`config.mk`:
```
export PLATFORM = sky130hd
export DESIGN_NAME = lfsr_stream_flat
export DESIGN_NICKNAME = d
export VERILOG_FILES = /design/src/rtl/lfsr_stream_pkg.sv /design/src/rtl/lfsr_stream_if.sv /design/src/rtl/lfsr_stream_step_unroll.sv /design/src/rtl/lfsr_stream.sv /design/src/flat_wrapper.sv
export SDC_FILE = /design/constraint.sdc
export NUM_CORES = 1
export LEC_CHECK = 0
export ABC_AREA = 0
export CAP_MARGIN = 20
export CORE_MARGIN = 4
export CORE_UTILIZATION = 40
export CTS_BUF_LIST = sky130_fd_sc_hd__clkbuf_8
export DETAILED_ROUTE_END_ITERATION = 8
export GPL_TIMING_DRIVEN = 0
export SLEW_MARGIN = 10
export SYNTH_ARGS = -nofsm -noshare
export SYNTH_HDL_FRONTEND = slang
export SYNTH_SLANG_ARGS = --single-unit
```
`constraint.sdc`:
```
create_clock -name clk -period 2.1 [get_ports clk]
set_clock_uncertainty 0.15 [all_clocks]
set_input_delay 0.21 -clock clk [delete_from_list [all_inputs] [get_ports clk]]
set_output_delay 0.21 -clock clk [all_outputs]
set_load 0.05 [all_outputs]
```
`src/rtl/lfsr_stream_pkg.sv`:
```
// Shared definitions for the lfsr_stream block.
// Holds the controller state enum and the width-generic Galois single-step and
// stuck-state helpers. Words are carried zero-extended to MaxBits; nbits selects
// the live width.
package lfsr_stream_pkg;

    typedef enum logic [1:0] {
        StIdle = 2'd0,
        StWarm = 2'd1,
        StRun  = 2'd2
    } lfsr_state_e;

    localparam int unsigned MaxBits = 64;

    typedef logic [MaxBits-1:0] lfsr_word_t;

    // One Galois step: shift left, fold in taps when the (optionally inverted) MSB is set.
    function automatic lfsr_word_t lfsr_step(input lfsr_word_t  s,
                                             input lfsr_word_t  taps,
                                             input int unsigned nbits,
                                             input logic        invert);
        lfsr_word_t mask;
        lfsr_word_t msb_sh;
        logic       f;
        mask   = (nbits >= MaxBits) ? '1 : ((lfsr_word_t'(1) << nbits) - lfsr_word_t'(1));
        msb_sh = s >> (nbits - 1);
        f      = msb_sh[0] ^ invert;
        return ((s << 1) ^ (f ? taps : '0)) & mask;
    endfunction

    // A stuck state maps onto itself, so the register would never move again.
    function automatic logic lfsr_is_stuck(input lfsr_word_t  s,
                                           input lfsr_word_t  taps,
                                           input int unsigned nbits,
                                           input logic        invert);
        return lfsr_step(s, taps, nbits, invert) == s;
    endfunction

endpackage

```
`src/rtl/lfsr_stream_if.sv`:
```
// Output stream handshake of lfsr_stream.
//   out_data  : STEP bits, out_data[STEP-1] is the oldest bit
//   out_valid : out_data valid
//   out_ready : consumer accepts when out_valid & out_ready
// master = producer (lfsr_stream), slave = consumer.
interface lfsr_stream_if #(
    parameter int unsigned STEP = 1
) ();
    logic [STEP-1:0] out_data;
    logic            out_valid;
    logic            out_ready;

    modport master (output out_data, output out_valid, input out_ready);
    modport slave  (input out_data, input out_valid, output out_ready);
endinterface

```
`src/rtl/lfsr_stream_step_unroll.sv`:
```
// Combinational STEP-fold Galois advance.
//   state_i : current register value
//   next_o  : value after STEP single steps
//   bits_o  : bits_o[STEP-1-k] = MSB of the state after k steps (k = 0..STEP-1)
module lfsr_stream_step_unroll
    import lfsr_stream_pkg::*;
#(
    parameter int unsigned      NBITS  = 8,
    parameter logic [NBITS-1:0] TAPS   = 8'b00011101,
    parameter bit               INVERT = 1'b0,
    parameter int unsigned      STEP   = 1
) (
    input  logic [NBITS-1:0] state_i,
    output logic [NBITS-1:0] next_o,
    output logic [STEP-1:0]  bits_o
);

    always_comb begin
        logic [NBITS-1:0] cur;
        logic [STEP-1:0]  bits;
        cur  = state_i;
        bits = '0;
        for (int k = 0; k < int'(STEP); k++) begin
            // Shift in oldest-first so the first MSB ends up at bits[STEP-1].
            bits = (bits << 1) | STEP'(cur[NBITS-1]);
            cur  = NBITS'(lfsr_step(lfsr_word_t'(cur), lfsr_word_t'(TAPS), NBITS, INVERT));
        end
        next_o = cur;
        bits_o = bits;
    end

endmodule

```
`src/rtl/lfsr_stream.sv`:
```
// Galois LFSR pseudo-random bit-stream source with valid/ready output.
//   clk, reset_n : clock, asynchronous active-low reset
//   enable       : level, run while high
//   seed_load    : pulse, load seed_in and restart (wins over everything but reset)
//   seed_in      : runtime seed; a stuck seed is replaced by SEED
//   out_if       : out_data / out_valid / out_ready stream (master side)
//   lockup       : 1-cycle pulse, stuck seed replaced by SEED
//   wrap         : 1-cycle pulse, register returned to its RUN-entry value
//   busy         : controller not idle
module lfsr_stream
    import lfsr_stream_pkg::*;
#(
    parameter int unsigned      NBITS  = 8,
    parameter logic [NBITS-1:0] TAPS   = 8'b00011101,
    parameter bit               INVERT = 1'b0,
    parameter int unsigned      STEP   = 1,
    parameter logic [NBITS-1:0] SEED   = {NBITS{1'b1}},
    parameter int unsigned      WARMUP = 0
) (
    input  logic             clk,
    input  logic             reset_n,
    input  logic             enable,
    input  logic             seed_load,
    input  logic [NBITS-1:0] seed_in,
    lfsr_stream_if.master    out_if,
    output logic             lockup,
    output logic             wrap,
    output logic             busy
);

    localparam int unsigned      CntW       = (WARMUP > 0) ? $clog2(WARMUP + 1) : 1;
    localparam logic [CntW-1:0]  CntReload  = (WARMUP > 0) ? CntW'(WARMUP - 1) : '0;
    localparam lfsr_state_e      StartState = (WARMUP > 0) ? StWarm : StRun;

    if (NBITS < 3 || NBITS > MaxBits) begin : g_bad_nbits
        $error("lfsr_stream: NBITS out of range");
    end
    if (STEP < 1 || STEP > NBITS) begin : g_bad_step
        $error("lfsr_stream: STEP must be in 1..NBITS");
    end
    if (TAPS == '0) begin : g_bad_taps
        $error("lfsr_stream: TAPS must be non-zero");
    end
    if (lfsr_is_stuck(lfsr_word_t'(SEED), lfsr_word_t'(TAPS), NBITS, INVERT)) begin : g_bad_seed
        $error("lfsr_stream: SEED is a stuck state");
    end

    lfsr_state_e      state_q, state_d;
    logic [NBITS-1:0] lfsr_q, lfsr_d;
    logic [NBITS-1:0] snap_q, snap_d;
    logic [CntW-1:0]  cnt_q, cnt_d;
    logic             lockup_q, lockup_d;
    logic             wrap_q, wrap_d;
    logic             load_q, load_d;

    logic [NBITS-1:0] adv_state;
    logic [STEP-1:0]  adv_bits;
    logic             out_valid;
    logic             accept;
    logic             seed_stuck;

    lfsr_stream_step_unroll #(
        .NBITS  (NBITS),
        .TAPS   (TAPS),
        .INVERT (INVERT),
        .STEP   (STEP)
    ) u_unroll (
        .state_i (lfsr_q),
        .next_o  (adv_state),
        .bits_o  (adv_bits)
    );

    assign accept     = out_valid & out_if.out_ready;
    assign seed_stuck = lfsr_is_stuck(lfsr_word_t'(seed_in), lfsr_word_t'(TAPS), NBITS, INVERT);

    always_ff @(posedge clk or negedge reset_n) begin
        if (!reset_n) begin
            state_q  <= StIdle;
            lfsr_q   <= SEED;
            snap_q   <= SEED;
            cnt_q    <= '0;
            lockup_q <= 1'b0;
            wrap_q   <= 1'b0;
            load_q   <= 1'b0;
        end else begin
            state_q  <= state_d;
            lfsr_q   <= lfsr_d;
            snap_q   <= snap_d;
            cnt_q    <= cnt_d;
            lockup_q <= lockup_d;
            wrap_q   <= wrap_d;
            load_q   <= load_d;
        end
    end

    // Next-state logic.
    always_comb begin
        state_d = state_q;
        if (seed_load) begin
            state_d = enable ? StartState : StIdle;
        end else begin
            unique case (state_q)
                StIdle: if (enable) state_d = StartState;
                StWarm: begin
                    if (!enable) begin
                        state_d = StIdle;
                    end else if (cnt_q == '0) begin
                        state_d = StRun;
                    end
                end
                // A withdrawn-enable only leaves RUN once no word is stalled.
                StRun: if (!enable && !(out_valid && !out_if.out_ready)) state_d = StIdle;
                default: state_d = StIdle;
            endcase
        end
    end

    // Datapath: register, warm counter, snapshot, pulses.
    always_comb begin
        lfsr_d   = lfsr_q;
        cnt_d    = cnt_q;
        snap_d   = snap_q;
        lockup_d = 1'b0;
        wrap_d   = 1'b0;
        load_d   = seed_load;
        if (seed_load) begin
            lfsr_d   = seed_stuck ? SEED : seed_in;
            lockup_d = seed_stuck;
            cnt_d    = CntReload;
        end else begin
            unique case (state_q)
                StIdle: cnt_d = CntReload;
                StWarm: begin
                    if (enable) begin
                        lfsr_d = adv_state;
                        if (cnt_q != '0) cnt_d = cnt_q - CntW'(1);
                    end
                end
                StRun: begin
                    if (accept) begin
                        lfsr_d = adv_state;
                        wrap_d = (adv_state == snap_q);
                    end
                end
                default: ;
            endcase
        end
        // Capture the value the register holds on the first RUN cycle.
        if (state_d == StRun && (state_q != StRun || seed_load)) begin
            snap_d = lfsr_d;
        end
    end

    // Outputs. The cycle after a seed load never presents a word.
    always_comb begin
        out_valid        = (state_q == StRun) && !load_q;
        out_if.out_valid = out_valid;
        out_if.out_data  = adv_bits;
        busy             = (state_q != StIdle);
        lockup           = lockup_q;
        wrap             = wrap_q;
    end

endmodule

```
`src/flat_wrapper.sv`:
```
// flat-port wrapper written by rule: the top's interface ports become plain ports
module lfsr_stream_flat import lfsr_stream_pkg::*;
#(
    parameter int unsigned      NBITS  = 8,
    parameter logic [NBITS-1:0] TAPS   = 8'b00011101,
    parameter bit               INVERT = 1'b0,
    parameter int unsigned      STEP   = 1,
    parameter logic [NBITS-1:0] SEED   = {NBITS{1'b1}},
    parameter int unsigned      WARMUP = 0
)
  (clk, reset_n, enable, seed_load, seed_in, lockup, wrap, busy, out_if_out_data, out_if_out_valid, out_if_out_ready);
  lfsr_stream_if #(.STEP(STEP)) out_if_i ();
  input  logic clk;
  input  logic reset_n;
  input  logic enable;
  input  logic seed_load;
  input  logic [NBITS-1:0] seed_in;
  output logic lockup;
  output logic wrap;
  output logic busy;
  output wire logic [$bits(out_if_i.out_data)-1:0] out_if_out_data;
  output wire logic [$bits(out_if_i.out_valid)-1:0] out_if_out_valid;
  input wire logic [$bits(out_if_i.out_ready)-1:0] out_if_out_ready;
  assign out_if_out_data = out_if_i.out_data;
  assign out_if_out_valid = out_if_i.out_valid;
  assign out_if_i.out_ready = out_if_out_ready;
  lfsr_stream #(.NBITS(NBITS), .TAPS(TAPS), .INVERT(INVERT), .STEP(STEP), .SEED(SEED), .WARMUP(WARMUP)) u_core (.clk(clk), .reset_n(reset_n), .enable(enable), .seed_load(seed_load), .seed_in(seed_in), .out_if(out_if_i), .lockup(lockup), .wrap(wrap), .busy(busy));
endmodule
```
# Word level (Yosys, flattened, before mapping)

Index checks and enable logic that the tools add are counted.

Register bits after elaboration: 22
Latch bits: 0
RAM bits: 0
Memory bits (read-only): 0
Input port bits: 13
Output and inout bits: 5
Logic and storage cells: 53
Memories kept: 0

$add $sub $neg: 1
$mul: 0
Div/mod/pow operators: 0
$lt $le $gt $ge: 0
Eq/ne operators: 7
Shift-type cells: 0
Multiplexer cells: 22
Bitwise logic cells: 3
Reductions and logical operators: 13

Operator list:

| kind                  | number |
|---|---|
| $mux W8               | 4 |
| $eq A8 B8 Y1          | 2 |
| $pmux W8 S2           | 1 |
| $xor A8 B8 Y8         | 2 |
| $mux W2               | 6 |
| $mux W5               | 2 |
| $mux W1               | 7 |
| $pmux W2 S3           | 1 |
| $eq A2 B2 Y1 const B  | 2 |
| $logic_and A1 B1 Y1   | 4 |
| $logic_not A1 Y1      | 4 |
| $ne A3 B3 Y1 const B  | 1 |
| $reduce_bool A3 Y1    | 1 |
| $eq A2 B1 Y1 const B  | 1 |
| $logic_not A2 Y1      | 1 |
| $ne A2 B2 Y1 const B  | 1 |
| $pmux W1 S2           | 1 |
| $reduce_and A2 Y1     | 1 |
| $reduce_bool A2 Y1    | 1 |
| $and A1 B1 Y1         | 1 |
| $logic_or A1 B1 Y1    | 1 |
| $sub A1 B1 Y1 const B | 1 |

# Longest topological paths before layout

Word-level depth: 10
Mapped depth: 8
Mapped depth without buffers: 7

# By module

From an unflattened synthesis, not the netlist that was laid out.

Cell total of the unflattened synthesis: 116
Area total of the unflattened synthesis: 1209.9 um2

By module, submodules not included:

| module                  | instances | cells an instance | area an instance (um2) |
|---|---|---|---|
| lfsr_stream             | 1         | 107               | 1138.6 |
| lfsr_stream_step_unroll | 1         | 9                 | 71.3 |

# Least setup slack after synthesis

No wires, ideal clock.

Kind: flip-flop to flip-flop
Start point: reg u_core.state_q[0]
End point: reg u_core.snap_q[0]
Arrival: 1982 ps
Required time: 1889 ps
Slack: -93 ps
Stages on the path, launching flop included: 8
Buffers on the path: 0
Period minus slack after synthesis: 2193 ps
Path through: dfrtp_1 inv_1 ha_1 and2b_1 a22o_1 nand3_1 a2bb2oi_1 mux2_1

RTL lines:

| item                       | RTL line           | source |
|---|---|---|
| start: declaration         | lfsr_stream.sv:48  | `lfsr_state_e state_q, state_d;` |
| start signal: assignment   | lfsr_stream.sv:78  | `state_q <= StIdle;` |
| start signal: assignment   | lfsr_stream.sv:86  | `state_q <= state_d;` |
| $eq A2 B2 Y1               | lfsr_stream.sv:156 | `out_valid = (state_q == StRun) && !load_q;` |
| $logic_and A1 B1 Y1        | lfsr_stream.sv:156 |  |
| named net out_if_out_valid | flat_wrapper.sv:22 | `output wire logic [$bits(out_if_i.out_valid)-1:0] out_if_out_valid;` |
| $and A1 B1 Y1              | lfsr_stream.sv:73  | `assign accept = out_valid & out_if.out_ready;` |
| $mux W8                    | lfsr_stream.sv:140 | `if (accept) begin` |
| $pmux W8 S2                | lfsr_stream.sv:131 | `unique case (state_q)` |
| $mux W8                    | lfsr_stream.sv:126 | `if (seed_load) begin` |
| named net u_core.lfsr_d[0] | lfsr_stream.sv:49  | `logic [NBITS-1:0] lfsr_q, lfsr_d;` |
| end signal: assignment     | lfsr_stream.sv:88  | `snap_q <= snap_d;` |
| end: declaration           | lfsr_stream.sv:50  | `logic [NBITS-1:0] snap_q, snap_d;` |

The timed path passes the listed nets, and every way through them passes these cells.
A chain may end at the register's enable or synchronous reset.

# Worst setup path after layout

Start point: reg u_core.state_q[0]
End point: reg u_core.snap_q[7]

RTL lines:

| item                       | RTL line |
|---|---|
| $eq A2 B2 Y1               | lfsr_stream.sv:131, lfsr_stream.sv:156 |
| $logic_and A1 B1 Y1        | lfsr_stream.sv:156 |
| $and A1 B1 Y1              | lfsr_stream.sv:73 |
| $mux W8                    | lfsr_stream.sv:140 |
| $pmux W8 S2 *              | lfsr_stream.sv:131 |
| $mux W8 *                  | lfsr_stream.sv:126 |
| named net u_core.lfsr_d[7] | lfsr_stream.sv:49 |

The timed path passes the listed nets; every way through them passes the cells marked *.

==> flow_metrics.py <==
metrics = {
    "sta": {
        "setup_violations": 0,
        "slew_headroom": 0.374,
        "worst_slack_ns": 0.0378,
        "drv_slew": 0,
        "hold_viol": 0,
        "rsz0062_at_grt": "yes",
        "fmax_mhz": 485,
        "fin_crit_sh": 0.982,
        "min_period_ns": 2.06,
        "tightest_slew_ns": 0.936,
    },
    "finish": {
        "n_antenna_cell": 0,
        "fillers": 221,
        "multi_input_area_um2": 846,
        "utilization": 0.631,
        "regArea_um2": 546,
        "final_nets": 155,
        "drive_gt1_frac": 0.496,
        "design_area_um2": 1780,
        "area_delta_synth_final_pct": 47.5,
    },
    "die": {
        "design.core.area_um2": 2830,
        "die_w_um": 63.0,
        "initial_core_util": 0.428,
        "die-area_um2": 3970,
        "ios": 18,
        "std_cell_rows": 19,
        "die_h_um": 63.0,
    },
    "route": {
        "drc": 0,
        "drtAntennaViolNets": 0,
        "wl_um": 3000,
        "drtIter0Drc": 34,
        "viasPerCell": 5.74,
        "post_drt_wl_per_cell_um": 17.9,
        "via_count": 965,
        "drt_pass1_iterations": 4,
    },
    "pwr": {
        "vdd_ir_drop_max_mv": 0.640,
        "power_mw": 1.38,
        "comb_power_share": 0.373,
        "intPower_mw": 0.948,
        "p_sw_mw": 0.433,
        "pwr-share-clk": 0.193,
        "swShare": 0.314,
        "p_leak_nw": 0.686,
        "powerDensity_nw_per_um2": 774,
        "pwr-share-seq": 0.434,
    },
    "clock_network": {
        "clock-sinks": 21,
        "clk_path_buf_depth": 2,
        "insertion_delay_ns": 0.26,
        "clk_pin_slew_worst_paths_ns": 0.08,
        "numCtsBuffers": 3,
        "htree_levels": 1,
        "cts_tree": "built",
        "root_buffer": "clkbuf_8",
    },
    "logic_synthesis": {
        "synth_commonest_cells": "dfstp_2 (16), nand3_1 (9), mux2_1 (8), o21bai_1 (8), xnor2_1 (8)",
        "ys_seq_elements": 21,
        "synthXorXnorAreaFrac": 0.0796,
        "yosysTopAreaCell": "dfstp_2",
        "syn-instance-count": 107,
        "synth.yosys.seq_area_share": 0.451,
        "syn_avg_cell_area_um2": 11.3,
        "synth.area.top_cells": "dfstp_2 (35%), dfrtp_1 (10%), mux2_1 (7.4%)",
        "synth_fp_nets": 124,
        "yosysMostFrequentCell": "dfstp_2",
        "synth_top_family_by_area": "compound AO/OA/AOI/OAI gates",
        "synth-adder-area-share": 0.0414,
        "synth_simple_gate_area_frac": 0.128,
        "synth_compound_area_frac": 0.182,
        "synthFlopType": "dfstp_2",
        "synth_top_cell_area_share": 0.347,
        "ys_warn_count": 0,
        "synth_cell_types": 33,
        "synth_enable_flop_cells": 0,
        "synthArstFlopShare": 1.00,
        "synthMuxAreaShare": 0.0827,
        "syn_area_um2": 1210,
    },
    "place": {
        "placed_cell_area_um2": 1420,
        "post-place-ws_ns": -0.285,
        "port-buffer-count": 17,
        "dpl.hpwl_um": 1930,
        "gp_congestion": 0.825,
    },
    "critical_path": {
        "rr_worst_depth": 8,
        "crit_type": "reg2reg",
        "startpoint_type": "register",
        "critPathRequiredTime_ns": 2.14,
        "crit_path_max_fanout": 6,
        "r2r_setup_slack_ns": 0.04,
        "r2r-start": "u_core.state_q[0]",
        "reg2reg_to": "u_core.snap_q[7]",
        "end_kind": "register",
        "cp_data_arrival_time_ns": 2.10,
        "cp-endpoint": "u_core.snap_q[7]",
        "startpoint": "u_core.state_q[0]",
    },
    "global_routing": {
        "track_usage": 0.150,
        "grt_pass1_vias": 1016,
        "antenna_found_initial": 0,
        "overflow": 0,
        "grt_pass1_wl_um": 4720,
        "grt_max_degree": 22,
    },
    "hold_path": {
        "hold_path_class": "in2reg",
        "holdCritStartpoint": "seed_load",
    },
    "flow_run": {
        "drv_cap": 0,
    },
    "outcome": {
        "status": "complete, no violations",
    },
}
per-layer routing:
metal  part of all wire  GRT usage
met1               0.44      0.197
met2               0.49      0.232
met3              0.056     0.0432
met4              0.016     0.0579
met5                  0          0
worst min path at each step:
stage                        to  slack [ns]  depth (start not counted)
2_1_floorplan     u_core.load_q       -0.24                          0
3_3_place_gp   u_core.lfsr_q[7]        0.36                          2
6_report          u_core.load_q        0.28                          1
3_5_place_dp   u_core.lfsr_q[1]        0.37                          2
4_1_cts           u_core.load_q        0.26                          1
5_1_grt           u_core.load_q        0.28                          1
registers in the layout (all words and copies together), names as in the netlist:
register,count
u_core.lfsr_q,8
u_core.load_q,1
u_core.lockup,1
u_core.snap_q,8
u_core.state_q,2
u_core.wrap,1
area by class of cell:
cell class | instances | share of cell area
Multi-Input combinational cell | 76 | 0.474
Sequential cell | 21 | 0.306
Timing Repair Buffer | 26 | 0.144
Clock buffer | 3 | 0.0231
Tap cell | 31 | 0.0217
Buffer | 4 | 0.0140
Inverter | 6 | 0.0140
Clock inverter | 1 | 0.00281
power groups by stage:
stage | Clock (mW) | Sequential, mW | Combinational [mW]
2_1_floorplan | 0 | 0.592 | 0.253
3_3_place_gp | 0 | 0.593 | 0.356
3_5_place_dp | 0 | 0.596 | 0.363
4_1_cts | 0.282 | 0.588 | 0.416
5_1_grt | 0.295 | 0.612 | 0.554
6_report | 0.267 | 0.599 | 0.515
worst max-delay path, stage by stage, from the launching register on:
cell and delay [ns]:
dfrtp_1 0.40, buf_6 0.13, ha_4 0.16, nor2b_4 0.13
a2111oi_4 0.34, buf_4 0.21, o21bai_4 0.12, a2bb2oi_2 0.08
mux2_4 0.27
kinds of logic after synthesis:
kind of cell             after synthesis
AO/OA/AOI/OAI                         24
buffers and inverters                 10
XOR/XNOR                              11
flip-flops                            21
AND/OR/NAND/NOR                       28
multiplexers                           9
adder cells (fa/ha/maj)                4
metrics by stage:
| stage | hold slack (ns) | std cells | setup TNS, ns |
|---|---|---|---|
| final | 0.275 | 168 | 0 |
| after global routing | 0.284 | 168 | -0.184 |
| after CTS | 0.264 | 166 | 0 |
| after detailed placement | 0.372 | 155 | -2.60 |
| after global placement | 0.365 | 155 | -1.71 |
| after floorplan | -0.236 | 107 | 0 |
placed cells by master, fill, tap and decap left out, types with 5 or more instances in the layout:
master,count
dfstp_2,16
clkdlybuf4s50_1,15
nand3_1,9
xnor2_1,8
mux2_4,8
o21bai_4,6
a2bb2oi_2,6
buf_4,6
dfrtp_1,5
timing repair:
item / 4_1_cts / 5_1_grt
gates resized for setup: 15 / 33
endpoints found under the hold margin: 0 / 0
hold buffers: 0 / 0
endpoints found under the setup margin: 11 / 8
buffers inserted: 7 / 2
pin swaps: 3 / 8
Note: power is estimated with default switching activity, not from simulation.
